===== src/rtl/corelet_ctrl_if.sv =====
// Host/corelet-side bundle for the corelet sequencing controller.
// The controller owns the master view; the host/corelet side uses slave.
interface corelet_ctrl_if #(
  parameter int xaddr_bw = 11,
  parameter int paddr_bw = 11,
  parameter int len_bw   = 8
);
  logic                start;
  logic [len_bw-1:0]   len_x;
  logic [xaddr_bw-1:0] x_base;
  logic                l0_full;
  logic                l0_ready;
  logic                ofifo_valid;
  logic [33:0]         inst_q;
  logic                xmem_cen;
  logic [xaddr_bw-1:0] xmem_addr;
  logic                pmem_wen;
  logic [paddr_bw-1:0] pmem_addr;
  logic                busy;
  logic                done;

  modport master (
    input  start, len_x, x_base,
    input  l0_full, l0_ready, ofifo_valid,
    output inst_q, xmem_cen, xmem_addr,
    output pmem_wen, pmem_addr, busy, done
  );

  modport slave (
    output start, len_x, x_base,
    output l0_full, l0_ready, ofifo_valid,
    input  inst_q, xmem_cen, xmem_addr,
    input  pmem_wen, pmem_addr, busy, done
  );
endinterface


===== src/rtl/corelet_ctrl.sv =====
// Corelet tile sequencer: weight fill/load, flush, activation
// fill/execute, and OFIFO drain into pmem. All outputs registered.
module corelet_ctrl #(
  parameter int row      = 8,
  parameter int col      = 8,
  parameter int xaddr_bw = 11,
  parameter int paddr_bw = 11,
  parameter int len_bw   = 8
) (
  input logic clk,
  input logic reset,
  corelet_ctrl_if.master bus_io
);

  localparam int CW = 16;
  localparam logic [CW-1:0] COLS    = CW'(col);
  localparam logic [CW-1:0] FL_LAST = CW'(row + col - 1);
  localparam logic [CW-1:0] C1      = CW'(1);
  localparam logic [xaddr_bw-1:0] X1 = xaddr_bw'(1);
  localparam logic [paddr_bw-1:0] P1 = paddr_bw'(1);

  typedef enum logic [2:0] {
    IDLE, W_FILL, W_LOAD, W_FLUSH,
    X_FILL, X_EXEC, DRAIN, DONE
  } state_e;

  state_e              st_q;
  logic [CW-1:0]       iss_q;
  logic [CW-1:0]       cmp_q;
  logic                pend_q;
  logic [len_bw-1:0]   len_q;
  logic [xaddr_bw-1:0] rd_ptr_q;
  logic [paddr_bw-1:0] pa_q;

  logic [33:0]         inst_q_q;
  logic                xcen_q;
  logic [xaddr_bw-1:0] xaddr_q;
  logic                pwen_q;
  logic [paddr_bw-1:0] paddr_q;
  logic                busy_q;
  logic                done_q;

  logic [CW-1:0] tgt;
  logic [CW-1:0] cmp_inc;

  // Weight phases count col vectors; activation phases count len_x.
  assign tgt = (st_q == W_FILL || st_q == W_LOAD) ? COLS : CW'(len_q);
  assign cmp_inc = cmp_q + C1;

  always_ff @(posedge clk or negedge reset) begin
    if (!reset) begin
      st_q     <= IDLE;
      iss_q    <= '0;
      cmp_q    <= '0;
      pend_q   <= 1'b0;
      len_q    <= '0;
      rd_ptr_q <= '0;
      pa_q     <= '0;
      inst_q_q <= '0;
      xcen_q   <= 1'b1;
      xaddr_q  <= '0;
      pwen_q   <= 1'b1;
      paddr_q  <= '0;
      busy_q   <= 1'b0;
      done_q   <= 1'b0;
    end else begin
      inst_q_q <= '0;
      xcen_q   <= 1'b1;
      pwen_q   <= 1'b1;
      done_q   <= 1'b0;
      unique case (st_q)
        IDLE: begin
          if (bus_io.start) begin
            len_q    <= bus_io.len_x;
            rd_ptr_q <= bus_io.x_base;
            pa_q     <= '0;
            iss_q    <= '0;
            cmp_q    <= '0;
            pend_q   <= 1'b0;
            busy_q   <= 1'b1;
            st_q     <= W_FILL;
          end
        end
        W_FILL, X_FILL: begin
          // xmem has one cycle of read latency: write L0 the cycle after
          if (pend_q) begin
            inst_q_q[2] <= 1'b1;
            pend_q      <= 1'b0;
            if (cmp_inc == tgt) begin
              cmp_q <= '0;
              iss_q <= '0;
              st_q  <= (st_q == W_FILL) ? W_LOAD : X_EXEC;
            end else begin
              cmp_q <= cmp_inc;
            end
          end else if (!bus_io.l0_full && iss_q < tgt) begin
            xcen_q   <= 1'b0;
            xaddr_q  <= rd_ptr_q;
            rd_ptr_q <= rd_ptr_q + X1;
            iss_q    <= iss_q + C1;
            pend_q   <= 1'b1;
          end
        end
        W_LOAD, X_EXEC: begin
          if (bus_io.l0_ready) begin
            inst_q_q[3] <= 1'b1;
            inst_q_q[0] <= (st_q == W_LOAD);
            inst_q_q[1] <= (st_q == X_EXEC);
            if (cmp_inc == tgt) begin
              cmp_q <= '0;
              st_q  <= (st_q == W_LOAD) ? W_FLUSH : DRAIN;
            end else begin
              cmp_q <= cmp_inc;
            end
          end
        end
        W_FLUSH: begin
          if (cmp_q == FL_LAST) begin
            cmp_q <= '0;
            if (len_q == '0) begin
              st_q   <= DONE;
              done_q <= 1'b1;
            end else begin
              st_q <= X_FILL;
            end
          end else begin
            cmp_q <= cmp_inc;
          end
        end
        DRAIN: begin
          pend_q <= 1'b0;
          if (bus_io.ofifo_valid && iss_q < tgt) begin
            inst_q_q[6] <= 1'b1;
            iss_q       <= iss_q + C1;
            pend_q      <= 1'b1;
          end
          if (pend_q) begin
            pwen_q  <= 1'b0;
            paddr_q <= pa_q;
            pa_q    <= pa_q + P1;
            cmp_q   <= cmp_inc;
            if (cmp_inc == tgt) begin
              st_q   <= DONE;
              done_q <= 1'b1;
            end
          end
        end
        DONE: begin
          busy_q <= 1'b0;
          st_q   <= IDLE;
        end
        default: st_q <= IDLE;
      endcase
    end
  end

  assign bus_io.inst_q    = inst_q_q;
  assign bus_io.xmem_cen  = xcen_q;
  assign bus_io.xmem_addr = xaddr_q;
  assign bus_io.pmem_wen  = pwen_q;
  assign bus_io.pmem_addr = paddr_q;
  assign bus_io.busy      = busy_q;
  assign bus_io.done      = done_q;

endmodule


===== src/flat_wrapper.sv =====
// flat-port wrapper written by rule: the top's interface ports become plain ports
module corelet_ctrl_flat 
#(
  parameter int row      = 8,
  parameter int col      = 8,
  parameter int xaddr_bw = 11,
  parameter int paddr_bw = 11,
  parameter int len_bw   = 8
)
  (clk, reset, bus_io_start, bus_io_len_x, bus_io_x_base, bus_io_l0_full, bus_io_l0_ready, bus_io_ofifo_valid, bus_io_inst_q, bus_io_xmem_cen, bus_io_xmem_addr, bus_io_pmem_wen, bus_io_pmem_addr, bus_io_busy, bus_io_done);
  corelet_ctrl_if #(.xaddr_bw(xaddr_bw), .paddr_bw(paddr_bw), .len_bw(len_bw)) bus_io_i ();
  input logic clk;
  input logic reset;
  input wire logic [$bits(bus_io_i.start)-1:0] bus_io_start;
  input wire logic [$bits(bus_io_i.len_x)-1:0] bus_io_len_x;
  input wire logic [$bits(bus_io_i.x_base)-1:0] bus_io_x_base;
  input wire logic [$bits(bus_io_i.l0_full)-1:0] bus_io_l0_full;
  input wire logic [$bits(bus_io_i.l0_ready)-1:0] bus_io_l0_ready;
  input wire logic [$bits(bus_io_i.ofifo_valid)-1:0] bus_io_ofifo_valid;
  output wire logic [$bits(bus_io_i.inst_q)-1:0] bus_io_inst_q;
  output wire logic [$bits(bus_io_i.xmem_cen)-1:0] bus_io_xmem_cen;
  output wire logic [$bits(bus_io_i.xmem_addr)-1:0] bus_io_xmem_addr;
  output wire logic [$bits(bus_io_i.pmem_wen)-1:0] bus_io_pmem_wen;
  output wire logic [$bits(bus_io_i.pmem_addr)-1:0] bus_io_pmem_addr;
  output wire logic [$bits(bus_io_i.busy)-1:0] bus_io_busy;
  output wire logic [$bits(bus_io_i.done)-1:0] bus_io_done;
  assign bus_io_i.start = bus_io_start;
  assign bus_io_i.len_x = bus_io_len_x;
  assign bus_io_i.x_base = bus_io_x_base;
  assign bus_io_i.l0_full = bus_io_l0_full;
  assign bus_io_i.l0_ready = bus_io_l0_ready;
  assign bus_io_i.ofifo_valid = bus_io_ofifo_valid;
  assign bus_io_inst_q = bus_io_i.inst_q;
  assign bus_io_xmem_cen = bus_io_i.xmem_cen;
  assign bus_io_xmem_addr = bus_io_i.xmem_addr;
  assign bus_io_pmem_wen = bus_io_i.pmem_wen;
  assign bus_io_pmem_addr = bus_io_i.pmem_addr;
  assign bus_io_busy = bus_io_i.busy;
  assign bus_io_done = bus_io_i.done;
  corelet_ctrl #(.row(row), .col(col), .xaddr_bw(xaddr_bw), .paddr_bw(paddr_bw), .len_bw(len_bw)) u_core (.clk(clk), .reset(reset), .bus_io(bus_io_i));
endmodule

===== config.mk =====
export PLATFORM = sky130hd
export DESIGN_NAME = corelet_ctrl_flat
export DESIGN_NICKNAME = d
export VERILOG_FILES = /design/src/rtl/corelet_ctrl_if.sv /design/src/rtl/corelet_ctrl.sv /design/src/flat_wrapper.sv
export SDC_FILE = /design/constraint.sdc
export NUM_CORES = 1
export LEC_CHECK = 0
export ABC_AREA = 1
export BUFFER_PORTS_ARGS = -buffer_cell sky130_fd_sc_hd__buf_2
export CAP_MARGIN = 20
export CORE_MARGIN = 4
export CORE_UTILIZATION = 40
export CTS_CLUSTER_DIAMETER = 100
export DETAILED_ROUTE_END_ITERATION = 6
export PLACE_DENSITY_LB_ADDON = 0.08
export SKIP_CTS_REPAIR_TIMING = 1
export SLEW_MARGIN = 5
export SYNTH_ARGS = -nofsm -noshare
export SYNTH_HDL_FRONTEND = slang
export SYNTH_SLANG_ARGS = --single-unit

===== constraint.sdc =====
create_clock -name clk -period 4.2 [get_ports clk]
set_input_delay 0.21 -clock clk [delete_from_list [all_inputs] [get_ports clk]]
set_output_delay 0.21 -clock clk [all_outputs]
set_load 0.02 [all_outputs]

==> results.json, run 1 <==
{
  "io_pins": 85,
  "timing.clock.skew_ps": 10.9,
  "post-place-cells": 964,
  "hold_viol": 61,
  "grt_antenna_before_repair": 0,
  "worst-r2r-setup-slack_ps": 1190,
  "grt_total_ovfl": 0,
  "total_leakage_power_nw": 3.25,
  "library_cell_used_as_clock_root_buffer": "clkbuf_16",
  "grt_pass1_wl_um": 22700,
  "route.detailed.wl_per_inst_um": 13.7,
  "timing.critical_path.to": "u_core.bus_io.xmem_addr[9]",
  "power.total_mw": 3.82,
  "place.port_buffers": 55,
  "synth.avg_cell_area_um2": 7.65,
  "startpoint": "u_core.st_q[2]",
  "fmax_mhz": 332,
  "clock_path_buffers": 2,
  "row_count": 43,
  "worstMarginPinSlew_ps": 813,
  "tritoncts_clock_tree": "yes",
  "grtUsageTotal_pct": 17.2,
  "worst_skew_late_latency_ps": 350,
  "dieHeight_um": 127,
  "synthTopCellsByArea": "dfrtp_1, nand2_1, inv_1",
  "worstPathArrival_ps": 3260,
  "cts_buffers": 9,
  "synthArstFlopShare_pct": 100,
  "critPathKind": "flop to flop",
  "critical_path.reg2reg.startpoint": "u_core.st_q[2]",
  "final-max-slew-violation-count": 0,
  "synth_sequential_area_ratio_pct": 42.7,
  "run_status": "finished, violations left",
  "h_tree_level_count": 3,
  "wl_um": 13400,
  "timing.setup.tns_ps": 0,
  "via_count": 4786,
  "worst_setup_path_end_kind": "flop",
  "grt_pass1_vias": 4705,
  "maxCapViolCount": 0,
  "worstSetupStartpointType": "flop",
  "dp_hpwl_um": 10000,
  "synth_largest_type_area_fraction_pct": 41.7,
  "synth.most_common_cell": "nand2_1",
  "drive_above_1_share_pct": 15.6,
  "placeableCoreArea_mm2": 0.0139,
  "num-nets-final": 831,
  "setup_viol_count_final": 0,
  "required_ps": 4450,
  "synth_top_cell_by_area": "dfrtp_1",
  "synth_enable_flop_cells": 0,
  "synth.top_cells.by_count": "nand2_1, dfrtp_1, inv_1",
  "stdcell_count": 980,
  "hold_class": "input pin to async pin",
  "yosys_warnings": 0,
  "worst_slew_margin_rel_pct": 45.8,
  "period_minus_slack_ps": 3010,
  "antenna_cells_inserted": 0,
  "ff2ff_path_depth": 11,
  "power_density_mw_per_mm2": 605,
  "critical_path_peak_fanout": 24,
  "number_of_sinks_handled_by_clock_tree_synthesis": 97,
  "gp_congestion": 0.955,
  "die_area_mm2": 0.0162,
  "area_delta_synth_final_pct": 10.9,
  "netlist-cell-type-count": 42,
  "ir_drop_v": 0.000251,
  "place_worst_setup_slack_ps": 1230,
  "initial_utilization_pct": 40.9,
  "worst_setup_hold_path_clk_slew_ps": 70,
  "area_of_the_mapped_netlist_mm2": 0.00569,
  "die_width_um": 127,
  "grt_max_degree": 65,
  "fin_ws_ps": 1190,
  "avgViaCountPerCell": 4.88,
  "whs_ps": -36.8,
  "final.fill_count": 1412,
  "detailedRoute.firstIterationViolations": 291,
  "syn-instance-count": 744,
  "reg2reg_to": "u_core.bus_io.xmem_addr[9]",
  "dr.pass1.iters": 5,
  "grt_setup_unrepaired": "no",
  "violations": "hold timing",
  "ratio_of_final_minimum_period_to_clock_period_pct": 71.7,
  "drtAntennaViolNets": 0,
  "ys.flop_type": "dfrtp_1",
  "number_of_storage_elements_in_the_synthesis_netlist": 97,
  "drc_errors": 0
}
-- where the power goes --
part,leakage [nW],total [mW],switching (mW),internal (mW)
sequential,1.29,1.30,0.171,1.13
clock,0.140,0.824,0.357,0.466
combinational,1.82,1.69,1.19,0.502
-- worst min path at each step --
stage                from            endpoint  slack [ps]  depth (start not counted)
floorplan           reset  u_core.bus_io.busy         -90                          0
global placement    reset    u_core.iss_q[11]         370                          1
detailed placement  reset    u_core.iss_q[11]         370                          1
CTS                 reset     u_core.iss_q[1]          -9                          1
global route        reset     u_core.iss_q[1]          30                          1
finish              reset     u_core.iss_q[1]         -40                          1
-- cells by family (layout without fill, tap and decap cells) --
logic type / Yosys count / in the layout / synth area share, %
AND/OR/NAND/NOR: 379 / 379 / 30.3
buffers and inverters: 137 / 165 / 11.4
flip-flops: 97 / 97 / 42.7
AO/OA/AOI/OAI: 95 / 95 / 9.27
XOR/XNOR: 15 / 15 / 2.31
adder cells (fa/ha/maj): 11 / 11 / 2.42
multiplexers: 9 / 9 / 1.58
other: 1 / 29 / 0.0659
-- layer usage --
layer | vias up | routed length, um | track usage [%]
met5 | - | 0 | 0
met4 | 0 | 269 | 5.36
met3 | 22 | 546 | 3.85
met2 | 105 | 6080 | 27.0
met1 | 2216 | 6540 | 23.9
li1 | 2443 | - | -
-- critical path, stage by stage, from the launching register on --
cell and delay [ps]:
dfrtp_1 490, inv_2 130, nand3_4 190, nand2_2 100, ha_1 300, a21oi_1 130
nor2_1 50, o21ai_0 150, nand4_1 150, a21oi_1 220, nand3_1 600, o21ai_0 390
-- layout make-up --
type | instances | area [um2] | area share, %
timing repair buffer | 57 | 293 | 4.64
tap | 180 | 225 | 3.57
clock buffer | 11 | 233 | 3.69
clock inverter | 5 | 63.8 | 1.01
multi-input combinational | 538 | 2720 | 43.1
sequential | 97 | 2430 | 38.5
inverter | 92 | 345 | 5.47
-- stage by stage --
stage | area, um2 | utilization (%) | hold WS [ps]
finish | 6310 | 45.3 | -36.8
global route | 6310 | 45.3 | 26.1
CTS | 6310 | 45.3 | -9.15
detailed placement | 6020 | 43.2 | 372
global placement | 6020 | 43.2 | 366
floorplan | 5800 | - | -85.6
-- placed cells by master, fill, tap and decap left out, drive strengths merged --
cell	n
nand2	228
dfrtp	95
inv	91
nor2	65
o21ai	62
buf	57
nand3	45
conb	29
nand4	23
a21oi	17
xor2	14
nor3	11
ha	11
clkbuf	11
mux2i	9
o22ai	6
clkinv	4
nor4	3
a31oi	2
o21a	2
nand3b	2
o21bai	2
nor3b	2
dfstp	2
a211oi	1
o211ai	1
o2111ai	1
o221ai	1
xnor2	1
bufinv	1
clkinvlp	1
-- state kept, by name, indices dropped and copies added, names as in the netlist --
register                 count
u_core.bus_io.busy           1
u_core.bus_io.done           1
u_core.bus_io.inst_q         5
u_core.bus_io.pmem_addr     11
u_core.bus_io.pmem_wen       1
u_core.bus_io.xmem_addr     11
u_core.bus_io.xmem_cen       1
u_core.cmp_q                16
u_core.iss_q                16
u_core.len_q                 8
u_core.pa_q                 11
u_core.pend_q                1
u_core.rd_ptr_q             11
u_core.st_q                  3
Power figures use the tool's default switching activity.
==> run 2: changes to the inputs <==
==> constraint.sdc (replaced) <==
create_clock -name clk -period 2.5 [get_ports clk]
set_input_delay 0.125 -clock clk [delete_from_list [all_inputs] [get_ports clk]]
set_output_delay 0.125 -clock clk [all_outputs]
set_load 0.02 [all_outputs]
==> run 2 against run 1 <==
  * The flow still finishes with violations (hold timing)
  * Register-to-register slack got worse by 1200 ps
  * Sequential cell count unchanged
  * Fmax increased by 21%
  * Cell area increased by 8.3%
  * Global-route usage increased by 0.67 points
  * Setup slack got worse by 1200 ps
  * Critical path type unchanged
==> results.json, run 2 (synthesis gave the netlist of run 1 again) <==
{
  "critPathMostFrequentCell": "nand2_1",
  "row_count": 43,
  "die_width_um": 127,
  "h_tree_level_count": 3,
  "layout.cells.most_common_list": "nand2_1, dfrtp_1, inv_1, nor2_1, buf_2",
  "required_ps": 2740,
  "hold_viol": 3,
  "critical_path.top_delay_family": "simple AND/OR/NAND/NOR gates",
  "gp_congestion": 0.891,
  "avgViaCountPerCell": 4.90,
  "hold_class": "input pin to flop",
  "num-nets-final": 865,
  "maxCapViolCount": 0,
  "ratio_of_final_minimum_period_to_clock_period_pct": 99.7,
  "hold_depth": 3,
  "grtUsageTotal_pct": 17.9,
  "drive_above_1_share_pct": 23.4,
  "dr.pass1.iters": 5,
  "initial_utilization_pct": 40.9,
  "grt_pass1_vias": 4807,
  "drtAntennaViolNets": 0,
  "cts_buffers": 9,
  "grt_total_ovfl": 0,
  "route.detailed.wl_per_inst_um": 14.2,
  "tritoncts_clock_tree": "yes",
  "worst_setup_path_end_kind": "flop",
  "drc_errors": 0,
  "worst_setup_hold_path_clk_slew_ps": 70,
  "crit_path_cell_trace": "inv_2 -> nand2_4 -> nand3_4 -> buf_6 -> nand2_1 -> inv_2 -> ha_1 -> nand2_1 -> inv_1 -> nand2_1 -> nand2_1 -> nand2_2 -> nand3_4 -> a21oi_4 -> nand3_4 -> nand2_2 -> nand2_1",
  "whs_ps": -10.9,
  "number_of_sinks_handled_by_clock_tree_synthesis": 97,
  "ir_drop_v": 0.000640,
  "worst_path_max_delay_cell": "dfrtp_1",
  "final_util_pct": 49.1,
  "library_cell_used_as_clock_root_buffer": "clkbuf_16",
  "antenna_cells_inserted": 0,
  "worstPathArrival_ps": 2730,
  "place.port_buffers": 55,
  "grt_pass1_wl_um": 23400,
  "via_count": 4973,
  "final.fill_count": 1383,
  "detailedRoute.firstIterationViolations": 358,
  "clock_path_buffers": 2,
  "timing.clock.skew_ps": 8.94,
  "most_common_cell_after_layout_fill_and_taps_aside": "nand2_1",
  "critical_path_peak_fanout": 8,
  "grt_setup_unrepaired": "yes",
  "ff2ff_path_depth": 17,
  "setup_viol_count_final": 0,
  "worstSetupStartpointType": "flop",
  "worst_skew_late_latency_ps": 350,
  "run_status": "finished, violations left",
  "worstSetupPathDepth": 17,
  "power_density_mw_per_mm2": 1090,
  "dp_hpwl_um": 10700,
  "violations": "hold timing",
  "final-max-slew-violation-count": 0,
  "grt_max_degree": 43,
  "total_leakage_power_nw": 3.51,
  "grt_antenna_before_repair": 0,
  "area_delta_synth_final_pct": 20.1,
  "fmax_mhz": 401,
  "io_pins": 85,
  "critPathKind": "flop to flop",
  "largest_stage_delay_worst_path_ps": 430,
  "placeableCoreArea_mm2": 0.0139,
  "registers_with_the_most_flip_flops": "u_core.cmp_q (16), u_core.iss_q (16)",
  "path_buf_inv": 4,
  "die_area_mm2": 0.0162,
  "wl_um": 14400,
  "dieHeight_um": 127,
  "period_minus_slack_ps": 2490,
  "power.total_mw": 7.43
}
-- run 2: worst paths after layout --
check                                       from                     end  slack (ps)
worst min-delay path             bus_io_len_x[2]         u_core.len_q[2]         -10
max in group asynchronous                  reset  u_core.bus_io.pmem_wen        1500
worst max register to register    u_core.st_q[0]         u_core.iss_q[2]           7
worst min register to register  u_core.iss_q[14]        u_core.iss_q[14]         480
worst max-delay path              u_core.st_q[0]         u_core.iss_q[2]           7
min in group asynchronous                  reset        u_core.cmp_q[14]         290
-- run 2: tightest hold or removal path, cell delays in order --
cell and delay [ps]:
buf_2 80, nand2_1 50, nand2_1 50
-- run 2: final cells by class --
type	count	area, um2	share of cell area [%]
flip-flops and latches	97	2430	35.5
inverters	92	345	5.05
clock buffers	11	243	3.55
well taps	180	225	3.29
clock inverters	5	62.6	0.915
multi-input cells	539	2920	42.6
repair buffers	90	616	9.00
-- run 2: routing by layer --
metal	vias up	GRT usage (%)	routed length, um
li1	2516	-	-
met4	0	7.00	348
met1	2317	24.4	6990
met2	115	28.1	6440
met5	-	0	0
met3	25	3.64	663
-- run 2: metrics by stage --
step | worst slack, ps | TNS [ps] | instances | hold WS (ps) | instance area (um2)
final | 7.36 | 0 | 1014 | -10.9 | 6840
after global routing | -144 | -2820 | 1014 | 6.11 | 6840
after floorplan | 4.86 | 0 | 772 | -171 | 5810
after CTS | -28.5 | -46.2 | 999 | -264 | 6500
after global placement | 68.2 | 0 | 983 | 125 | 6190
after detailed placement | -9.41 | -9.41 | 983 | 117 | 6190
-- run 2: where the power goes --
group | switching [mW] | total (mW) | internal [mW] | leakage (nW)
logic | 2.37 | 3.80 | 1.43 | 2.07
clock network | 0.625 | 1.44 | 0.813 | 0.148
registers | 0.302 | 2.20 | 1.90 | 1.29
total | 3.29 | 7.43 | 4.14 | 3.51
